===== src/rtl/usb_tx_line_if.sv =====
// Upstream bit stream into the USB line transmitter, plus line pair and status back out.
// The master side is the packet serializer; the slave side is usb_tx_line.
interface usb_tx_line_if;
   logic bit_in;
   logic bit_in_valid;
   logic dp;
   logic dm;
   logic tx_en;
   logic busy;
   logic done;
   logic err;

   modport master (
      output bit_in,
      output bit_in_valid,
      input  dp,
      input  dm,
      input  tx_en,
      input  busy,
      input  done,
      input  err
   );

   modport slave (
      input  bit_in,
      input  bit_in_valid,
      output dp,
      output dm,
      output tx_en,
      output busy,
      output done,
      output err
   );
endinterface


===== src/rtl/usb_tx_line.sv =====
// USB line transmitter: bit stuffing, NRZI encoding and EOP generation.
// A small bit FIFO absorbs the rate expansion from stuffed bits.
module usb_tx_line #(
   parameter int unsigned FIFO_DEPTH = 16
) (
   input  logic         clk,
   input  logic         rst,
   usb_tx_line_if.slave line
);
   localparam int unsigned PtrW = (FIFO_DEPTH > 1) ? $clog2(FIFO_DEPTH) : 1;
   localparam int unsigned CntW = $clog2(FIFO_DEPTH + 1);
   localparam logic [PtrW-1:0] LastPtr = PtrW'(FIFO_DEPTH - 1);
   localparam logic [CntW-1:0] FullCnt = CntW'(FIFO_DEPTH);

   typedef enum logic [2:0] {StIdle, StSend, StEop1, StEop2, StEopJ} state_e;

   state_e                state_q, state_d;
   logic [FIFO_DEPTH-1:0] mem_q, mem_d;
   logic [PtrW-1:0]       wr_ptr_q, wr_ptr_d;
   logic [PtrW-1:0]       rd_ptr_q, rd_ptr_d;
   logic [CntW-1:0]       count_q, count_d;
   logic [2:0]            ones_q, ones_d;
   logic                  level_q, level_d;
   logic                  valid_q;
   logic                  pkt_end_q, pkt_end_d;
   logic                  drop_q, drop_d;
   logic                  dp_q, dp_d;
   logic                  dm_q, dm_d;
   logic                  tx_en_q, tx_en_d;
   logic                  done_q, done_d;
   logic                  err_q, err_d;

   logic fifo_empty, fifo_full, head_bit;
   logic pop, wr_req, wr_ok, overflow, start_viol, underrun;
   logic line_vld, line_bit;

   assign fifo_empty = (count_q == '0);
   assign fifo_full  = (count_q == FullCnt);
   assign head_bit   = mem_q[rd_ptr_q];
   // A new run of valid bits before the previous packet has drained is rejected whole.
   assign start_viol = line.bit_in_valid && !valid_q && pkt_end_q && (state_q != StIdle);

   always_comb begin
      state_d  = state_q;
      ones_d   = ones_q;
      level_d  = level_q;
      pop      = 1'b0;
      line_vld = 1'b0;
      line_bit = 1'b0;
      underrun = 1'b0;
      unique case (state_q)
         StIdle: begin
            if (!fifo_empty) begin
               pop      = 1'b1;
               line_vld = 1'b1;
               line_bit = head_bit;
               ones_d   = {2'b00, head_bit};
               state_d  = StSend;
            end
         end
         StSend: begin
            // Stuffing outranks both the next FIFO bit and the EOP transition.
            if (ones_q == 3'd6) begin
               line_vld = 1'b1;
               line_bit = 1'b0;
               ones_d   = 3'd0;
            end else if (!fifo_empty) begin
               pop      = 1'b1;
               line_vld = 1'b1;
               line_bit = head_bit;
               ones_d   = head_bit ? ones_q + 3'd1 : 3'd0;
            end else begin
               underrun = !pkt_end_q;
               state_d  = StEop1;
            end
         end
         StEop1: state_d = StEop2;
         StEop2: state_d = StEopJ;
         StEopJ: begin
            state_d = StIdle;
            level_d = 1'b1;
         end
         default: state_d = StIdle;
      endcase
      if (line_vld && !line_bit) begin
         level_d = ~level_q;
      end
   end

   always_comb begin
      mem_d    = mem_q;
      wr_ptr_d = wr_ptr_q;
      rd_ptr_d = rd_ptr_q;
      count_d  = count_q;
      drop_d   = line.bit_in_valid && (drop_q || start_viol);
      wr_req   = line.bit_in_valid && !drop_d;
      wr_ok    = wr_req && (!fifo_full || pop);
      overflow = wr_req && !wr_ok;
      if (wr_ok) begin
         mem_d[wr_ptr_q] = line.bit_in;
         wr_ptr_d = (wr_ptr_q == LastPtr) ? '0 : wr_ptr_q + PtrW'(1);
      end
      if (pop) begin
         rd_ptr_d = (rd_ptr_q == LastPtr) ? '0 : rd_ptr_q + PtrW'(1);
      end
      unique case ({wr_ok, pop})
         2'b10:   count_d = count_q + CntW'(1);
         2'b01:   count_d = count_q - CntW'(1);
         default: count_d = count_q;
      endcase
   end

   always_comb begin
      pkt_end_d = pkt_end_q;
      if (valid_q && !line.bit_in_valid && !drop_q) begin
         pkt_end_d = 1'b1;
      end
      if (state_d == StIdle && state_q != StIdle) begin
         pkt_end_d = 1'b0;
      end
   end

   // Line outputs are registered, so they follow the state being entered.
   always_comb begin
      dp_d = 1'b1;
      dm_d = 1'b0;
      unique case (state_d)
         StSend: begin
            dp_d = level_d;
            dm_d = ~level_d;
         end
         StEop1, StEop2: begin
            dp_d = 1'b0;
            dm_d = 1'b0;
         end
         default: begin
            dp_d = 1'b1;
            dm_d = 1'b0;
         end
      endcase
      tx_en_d = (state_d != StIdle);
      done_d  = (state_d == StEopJ);
      err_d   = overflow || start_viol || underrun;
   end

   always_ff @(posedge clk) begin
      if (rst) begin
         state_q   <= StIdle;
         wr_ptr_q  <= '0;
         rd_ptr_q  <= '0;
         count_q   <= '0;
         ones_q    <= 3'd0;
         level_q   <= 1'b1;
         valid_q   <= 1'b0;
         pkt_end_q <= 1'b0;
         drop_q    <= 1'b0;
         dp_q      <= 1'b1;
         dm_q      <= 1'b0;
         tx_en_q   <= 1'b0;
         done_q    <= 1'b0;
         err_q     <= 1'b0;
      end else begin
         state_q   <= state_d;
         wr_ptr_q  <= wr_ptr_d;
         rd_ptr_q  <= rd_ptr_d;
         count_q   <= count_d;
         ones_q    <= ones_d;
         level_q   <= level_d;
         valid_q   <= line.bit_in_valid;
         pkt_end_q <= pkt_end_d;
         drop_q    <= drop_d;
         dp_q      <= dp_d;
         dm_q      <= dm_d;
         tx_en_q   <= tx_en_d;
         done_q    <= done_d;
         err_q     <= err_d;
      end
      mem_q <= mem_d;
   end

   assign line.dp    = dp_q;
   assign line.dm    = dm_q;
   assign line.tx_en = tx_en_q;
   assign line.done  = done_q;
   assign line.err   = err_q;
   assign line.busy  = (state_q != StIdle) || !fifo_empty;
endmodule

===== src/flat_wrapper.sv =====
// flat-port wrapper written by rule: the top's interface ports become plain ports
module usb_tx_line_flat 
#(
   parameter int unsigned FIFO_DEPTH = 16
)
  (clk, rst, line_bit_in, line_bit_in_valid, line_dp, line_dm, line_tx_en, line_busy, line_done, line_err);
  usb_tx_line_if line_i ();
  input  logic clk;
  input  logic rst;
  input wire logic [$bits(line_i.bit_in)-1:0] line_bit_in;
  input wire logic [$bits(line_i.bit_in_valid)-1:0] line_bit_in_valid;
  output wire logic [$bits(line_i.dp)-1:0] line_dp;
  output wire logic [$bits(line_i.dm)-1:0] line_dm;
  output wire logic [$bits(line_i.tx_en)-1:0] line_tx_en;
  output wire logic [$bits(line_i.busy)-1:0] line_busy;
  output wire logic [$bits(line_i.done)-1:0] line_done;
  output wire logic [$bits(line_i.err)-1:0] line_err;
  assign line_i.bit_in = line_bit_in;
  assign line_i.bit_in_valid = line_bit_in_valid;
  assign line_dp = line_i.dp;
  assign line_dm = line_i.dm;
  assign line_tx_en = line_i.tx_en;
  assign line_busy = line_i.busy;
  assign line_done = line_i.done;
  assign line_err = line_i.err;
  usb_tx_line #(.FIFO_DEPTH(FIFO_DEPTH)) u_core (.clk(clk), .rst(rst), .line(line_i));
endmodule

===== config.mk =====
export PLATFORM = sky130hd
export DESIGN_NAME = usb_tx_line_flat
export DESIGN_NICKNAME = d
export VERILOG_FILES = /design/src/rtl/usb_tx_line_if.sv /design/src/rtl/usb_tx_line.sv /design/src/flat_wrapper.sv
export SDC_FILE = /design/constraint.sdc
export NUM_CORES = 1
export LEC_CHECK = 0
export BUFFER_PORTS_ARGS = -buffer_cell sky130_fd_sc_hd__buf_2
export CAP_MARGIN = 20
export CORE_ASPECT_RATIO = 1.1
export CORE_MARGIN = 3
export CORE_UTILIZATION = 65
export CTS_CLUSTER_DIAMETER = 40
export DETAILED_ROUTE_END_ITERATION = 12
export PLACE_DENSITY = 0.93
export SETUP_SLACK_MARGIN = 0.05
export SYNTH_ARGS = -nofsm -noshare
export SYNTH_HDL_FRONTEND = slang
export SYNTH_SLANG_ARGS = --single-unit

===== constraint.sdc =====
create_clock -name clk -period 6.35 [get_ports clk]
set_input_delay 0.635 -clock clk [delete_from_list [all_inputs] [get_ports clk]]
set_output_delay 0.635 -clock clk [all_outputs]
set_load 0.02 [all_outputs]

### Word-level counts from Yosys, hierarchy flattened

Cells that the tools add are included.

* output and inout port bits: 6
* bits in registers: 44
* logic and storage cells: 110

* reductions and logical operators: 37
* bitwise gates (word level): 3
* order comparisons: 3
* equality and inequality tests: 16
* add/subtract/negate cells: 5
* multiplexer cells: 31

Operator list (count)
* $mux 3: 7
* $bwmux 16: 1
* $eq 3x2->1 const B: 4
* $logic_and 1x1->1: 12
* $mux 1: 12
* $pmux 3 s4: 1
* $lt 4x5->1 const B: 2
* $pmux 5 s2: 1
* $eq 3x3->1 const B: 3
* $logic_not 1->1: 9
* $add 4x1->4 const B: 2
* $eq 4x4->1 const B: 2
* $mux 4: 2
* $pmux 1 s2: 4
* $eq 3x1->1 const B: 2
* $logic_not 3->1: 2
* $pmux 3 s2: 1
* $reduce_bool 3->1: 2
* $reduce_or 2->1: 3
* $add 5x1->5 const B: 1
* $eq 5x5->1 const B: 1
* $logic_not 5->1: 1
* $logic_or 1x1->1: 5
* $sub 5x1->5 const B: 1
* other kinds (11): 14

### Depth between registers and ports, before layout

* depth after elaboration: 13
* gate-level depth with buffers: 15
* mapped depth without buffers: 14

### Worst setup path after synthesis

No wires, ideal clock.

* path kind: register -> register
* start point: reg u_core.ones_q[0]
* end point: reg u_core.count_q[4]
* stages on the path, launching flop included: 16
* buffers on the path: 1
* data required time: 6.218 ns
* period minus slack after synthesis: 3.293 ns
* arrival time: 3.160 ns
* path slack: 3.057 ns
* cells stage by stage: dfxtp_1 > inv_1 > ha_1 > and3_4 > o311a_4 > nor3_2 > inv_1 > ha_1 > clkbuf_1 > xor2_1 > ha_1 > a21oi_1 > o22ai_1 > a222oi_1 > or3_1 > a21oi_1

* cells in the longest elaborated chain, start to end: 7
* elaborated cells between the ends (all ways): 9
* those cells by class: eq/ne (3); mux (3); reduce/logical (3)

Ends and longest elaborated chain
* start: declaration: RTL line usb_tx_line.sv:22 `logic [2:0] ones_q, ones_d;`
* start signal: assignment: RTL line usb_tx_line.sv:167 `ones_q <= ones_d;`
* $eq 3x3->1 (*): RTL line usb_tx_line.sv:63 `if (ones_q == 3'd6) begin`
* $mux 1 (*): RTL line usb_tx_line.sv:63
* $pmux 1 s2 (*): RTL line usb_tx_line.sv:51 `unique case (state_q)`
* $logic_or 1x1->1: RTL line usb_tx_line.sv:97 `wr_ok = wr_req && (!fifo_full || pop);`
* $logic_and 1x1->1: RTL line usb_tx_line.sv:97
* $eq 2x1->1 or $eq 2x2->1 (tied branches): RTL line usb_tx_line.sv:106 `unique case ({wr_ok, pop})`
* $pmux 5 s2 or $reduce_bool 2->1 (tied branches)
* end signal: assignment: RTL line usb_tx_line.sv:166 `count_q <= count_d;`
* end: declaration: RTL line usb_tx_line.sv:21 `logic [CntW-1:0] count_q, count_d;`

Mark *: on every way between the ends. The rest lies on a longest branch, timed or not.
A chain may end at the register's enable or synchronous reset.

### Final worst setup path

Same ends and word-level chain as after synthesis.

==> run metrics <==
outcome=complete, no violations; Worst Clk Skew=0.0125 ns; via count=1,639; H-tree depth=2; later-pin clock latency in the skew report=0.36 ns; hpwl dp=2870 µm; Core Rows=21; Slew Limit Fails=0; first-pass GRT wire length=7000 µm; Die Wd=61.8 µm; Post-CTS Setup Repair Bufs=0; crit end category=flop; cts bufs inserted=5; Max Cap Viol=0; total power=0.952 mW; root buffer cell=clkbuf_4; IO Port Bufs=9; Fmax achieved=277 MHz; Mapped Nets=235; Final setup viols=0; area of the multi-input gates=1080 µm²; Die H=67.4 µm; Max clock buf depth=2; drt pass-1 iters=4; WL/cell=15.8 µm; crit-path most repeated cell=ha_1; clock sink total=44; setup TNS=0 ns; Max-slew headroom=51.1%; crit path kind=flop to flop; fin crit period=3.61 ns; Leakage Power=0.871 nW; RSZ-0062 raised after global routing=false; CTS tree=done; worst flop-to-flop path startpoint=u_core.ones_q[0]$_SDFFE_PP0P_; Clock Pin Slew Worst Setup and Hold Paths=0.12 ns; Tot GR Track Use=23.3%; hold path start=u_core.ones_q[0]$_SDFFE_PP0P_; origin of the worst setup path=u_core.ones_q[0]$_SDFFE_PP0P_; Arr. time, crit path=3.84 ns; Synth area leaders=dfxtp_1 25%, edfxtp_1 22%, ha_1 5.6%; min-delay worst type=flop to flop; diode count=0; Seq/Total Area, Yosys=46.7%; post-route antenna net violation count=0; largest net degree at the start of global routing=27; number of global-route vias before repair=1,560; Worst Path Max Fanout=7; Yosys top cell by area=dfxtp_1; crit path cell chain=inv_1, ha_1, and3_4, o311a_4, nor3_2, inv_1, ha_1, xor2_1, ha_1, a21oi_1, o22ai_1, a222oi_1, or3_1, a21oi_1; hold buffer count at cts=0; worst slew pin tran=0.734 ns; PD cells=413 nW/µm²; placer congestion estimate=0.856; final hold violation count=0; post_cts resized=0; Synth-to-Final Area Change=3.37%; vias per cell=6.35; DRT iter0 DRCs=78; CORE AREA=3150 µm²; Yosys reg bits=44; # DRC=0; Ys Warns=0; share of cells above drive strength 1=11.2%; syn avg cell area=10.1 µm²; Synth top area share=25.2%; total gr overflow=0; Ports=10; Fill cells=229; fin crit share=56.8%; final WL=4070 µm; Synth Cell Area=2230 µm²; Starting Density=70.6%; Final Hold Slack=0.518 ns; Cells after Synth=221; Max VDD drop=308 µV; CP max stage delay=0.44 ns; FF/Latch Area=1040 µm²; Slowest-stage cell, CP=nor3_2; die area=4170 µm²; Yosys cell types=47; antenna violations before repair=0; crit start category=flop; NumNets Final=237; critical path required time=6.58 ns
sequential cells by signal, indices dropped and copies added, names as in the netlist, 3 cells and up:
name / count
u_core.state_q: 3
u_core.count_q: 5
u_core.mem_q: 16
u_core.rd_ptr_q: 4
u_core.ones_q: 3
u_core.wr_ptr_q: 4
path summary, 6_finish.rpt:
| kind | to | slack [ns] | depth (start not counted) |
|---|---|---|---|
| worst max-delay path | u_core.count_q[4]$_SDFFE_PP0P_ | 2.74 | 14 |
| worst min-delay path | u_core.ones_q[0]$_SDFFE_PP0P_ | 0.52 | 2 |
| worst max register to register | u_core.count_q[4]$_SDFFE_PP0P_ | 2.74 | 14 |
| worst min register to register | u_core.ones_q[0]$_SDFFE_PP0P_ | 0.52 | 2 |
layout by cell type (no fill, tap or decap), drive strengths merged, types with 5 or more instances in the layout:
cell	Yosys	final
a21oi	13	13
buf	5	9
clkbuf	9	6
dfxtp	28	28
edfxtp	16	16
ha	10	10
inv	12	12
mux2i	8	8
nand2	16	16
nand2b	5	5
nor2	25	25
nor3	13	13
o21ai	9	9
xor2	5	5
stage by stage:
step                      cells  area, µm²  utilization (%)  setup slack, ns
after floorplan             221       2230                -             3.06
after global placement      250       2250             71.3             2.97
after detailed placement    250       2250             71.3             2.82
after CTS                   258       2300             73.0             2.78
after global routing        258       2300             73.0             2.54
final                       258       2300             73.0             2.74
worst max-delay path, delay by kind of cell, from the launching register on:
family,cells,cell delay [ns]
compound gates,5,1.14
xor+xnor,1,0.18
fa+ha+maj,3,0.75
buf+inv,2,0.20
flops,1,0.40
simple gates,3,0.83
cell families after synthesis:
| family | share of synthesized area [%] |
|---|---|
| AND/OR/NAND/NOR | 18.9 |
| flip-flops | 46.7 |
| AO/OA/AOI/OAI | 13.8 |
| buffers and inverters | 4.94 |
| multiplexers | 7.64 |
| adder cells (fa/ha/maj) | 5.62 |
| XOR/XNOR | 2.36 |
metal layers:
metal / track usage [%] / wire length (µm) / up-vias
li1: - / - / 806
met1: 27.3 / 1740 / 771
met2: 38.2 / 2020 / 49
met3: 6.31 / 185 / 13
met4: 12.5 / 129 / 0
met5: 0 / 0 / -
Yosys cell counts (all sizes together):
master    n
a222oi    1
xnor2     1
o31a      1
and4b     1
nand4     1
nor2b     1
clkbuf    9
and3b     1
o22ai     1
buf       5
nor3     13
o311a     1
nand2b    5
nand3     4
o41ai     1
a221o     1
xor2      5
nand3b    2
and2      1
mux2i     8
a21o      4
a31oi     4
nor4b     2
o21a      1
and3      1
dfxtp    28
o311ai    1
edfxtp   16
a21oi    13
a2111oi   1
ha       10
o211ai    1
mux4      4
or3       4
inv      12
or4b      1
o21ai     9
nand2    16
a2bb2oi   1
a311oi    1
a211oi    1
nor4      2
nor2     25
power by group:
group / leakage [nW] / switching [mW] / internal [mW]
sequential: 0.374 / 0.0628 / 0.335
combinational: 0.471 / 0.238 / 0.184
clock: 0.0259 / 0.0891 / 0.0422
total: 0.871 / 0.390 / 0.562
area by class of cell:
| cell class | instances | area share (%) |
|---|---|---|
| Tap cell | 34 | 1.85 |
| Clock inverter | 2 | 0.489 |
| Inverter | 12 | 1.96 |
| Multi-Input combinational cell | 151 | 46.7 |
| Timing Repair Buffer | 9 | 1.96 |
| Sequential cell | 44 | 45.2 |
| Clock buffer | 6 | 1.79 |
Note: power is estimated with default switching activity, not from simulation.
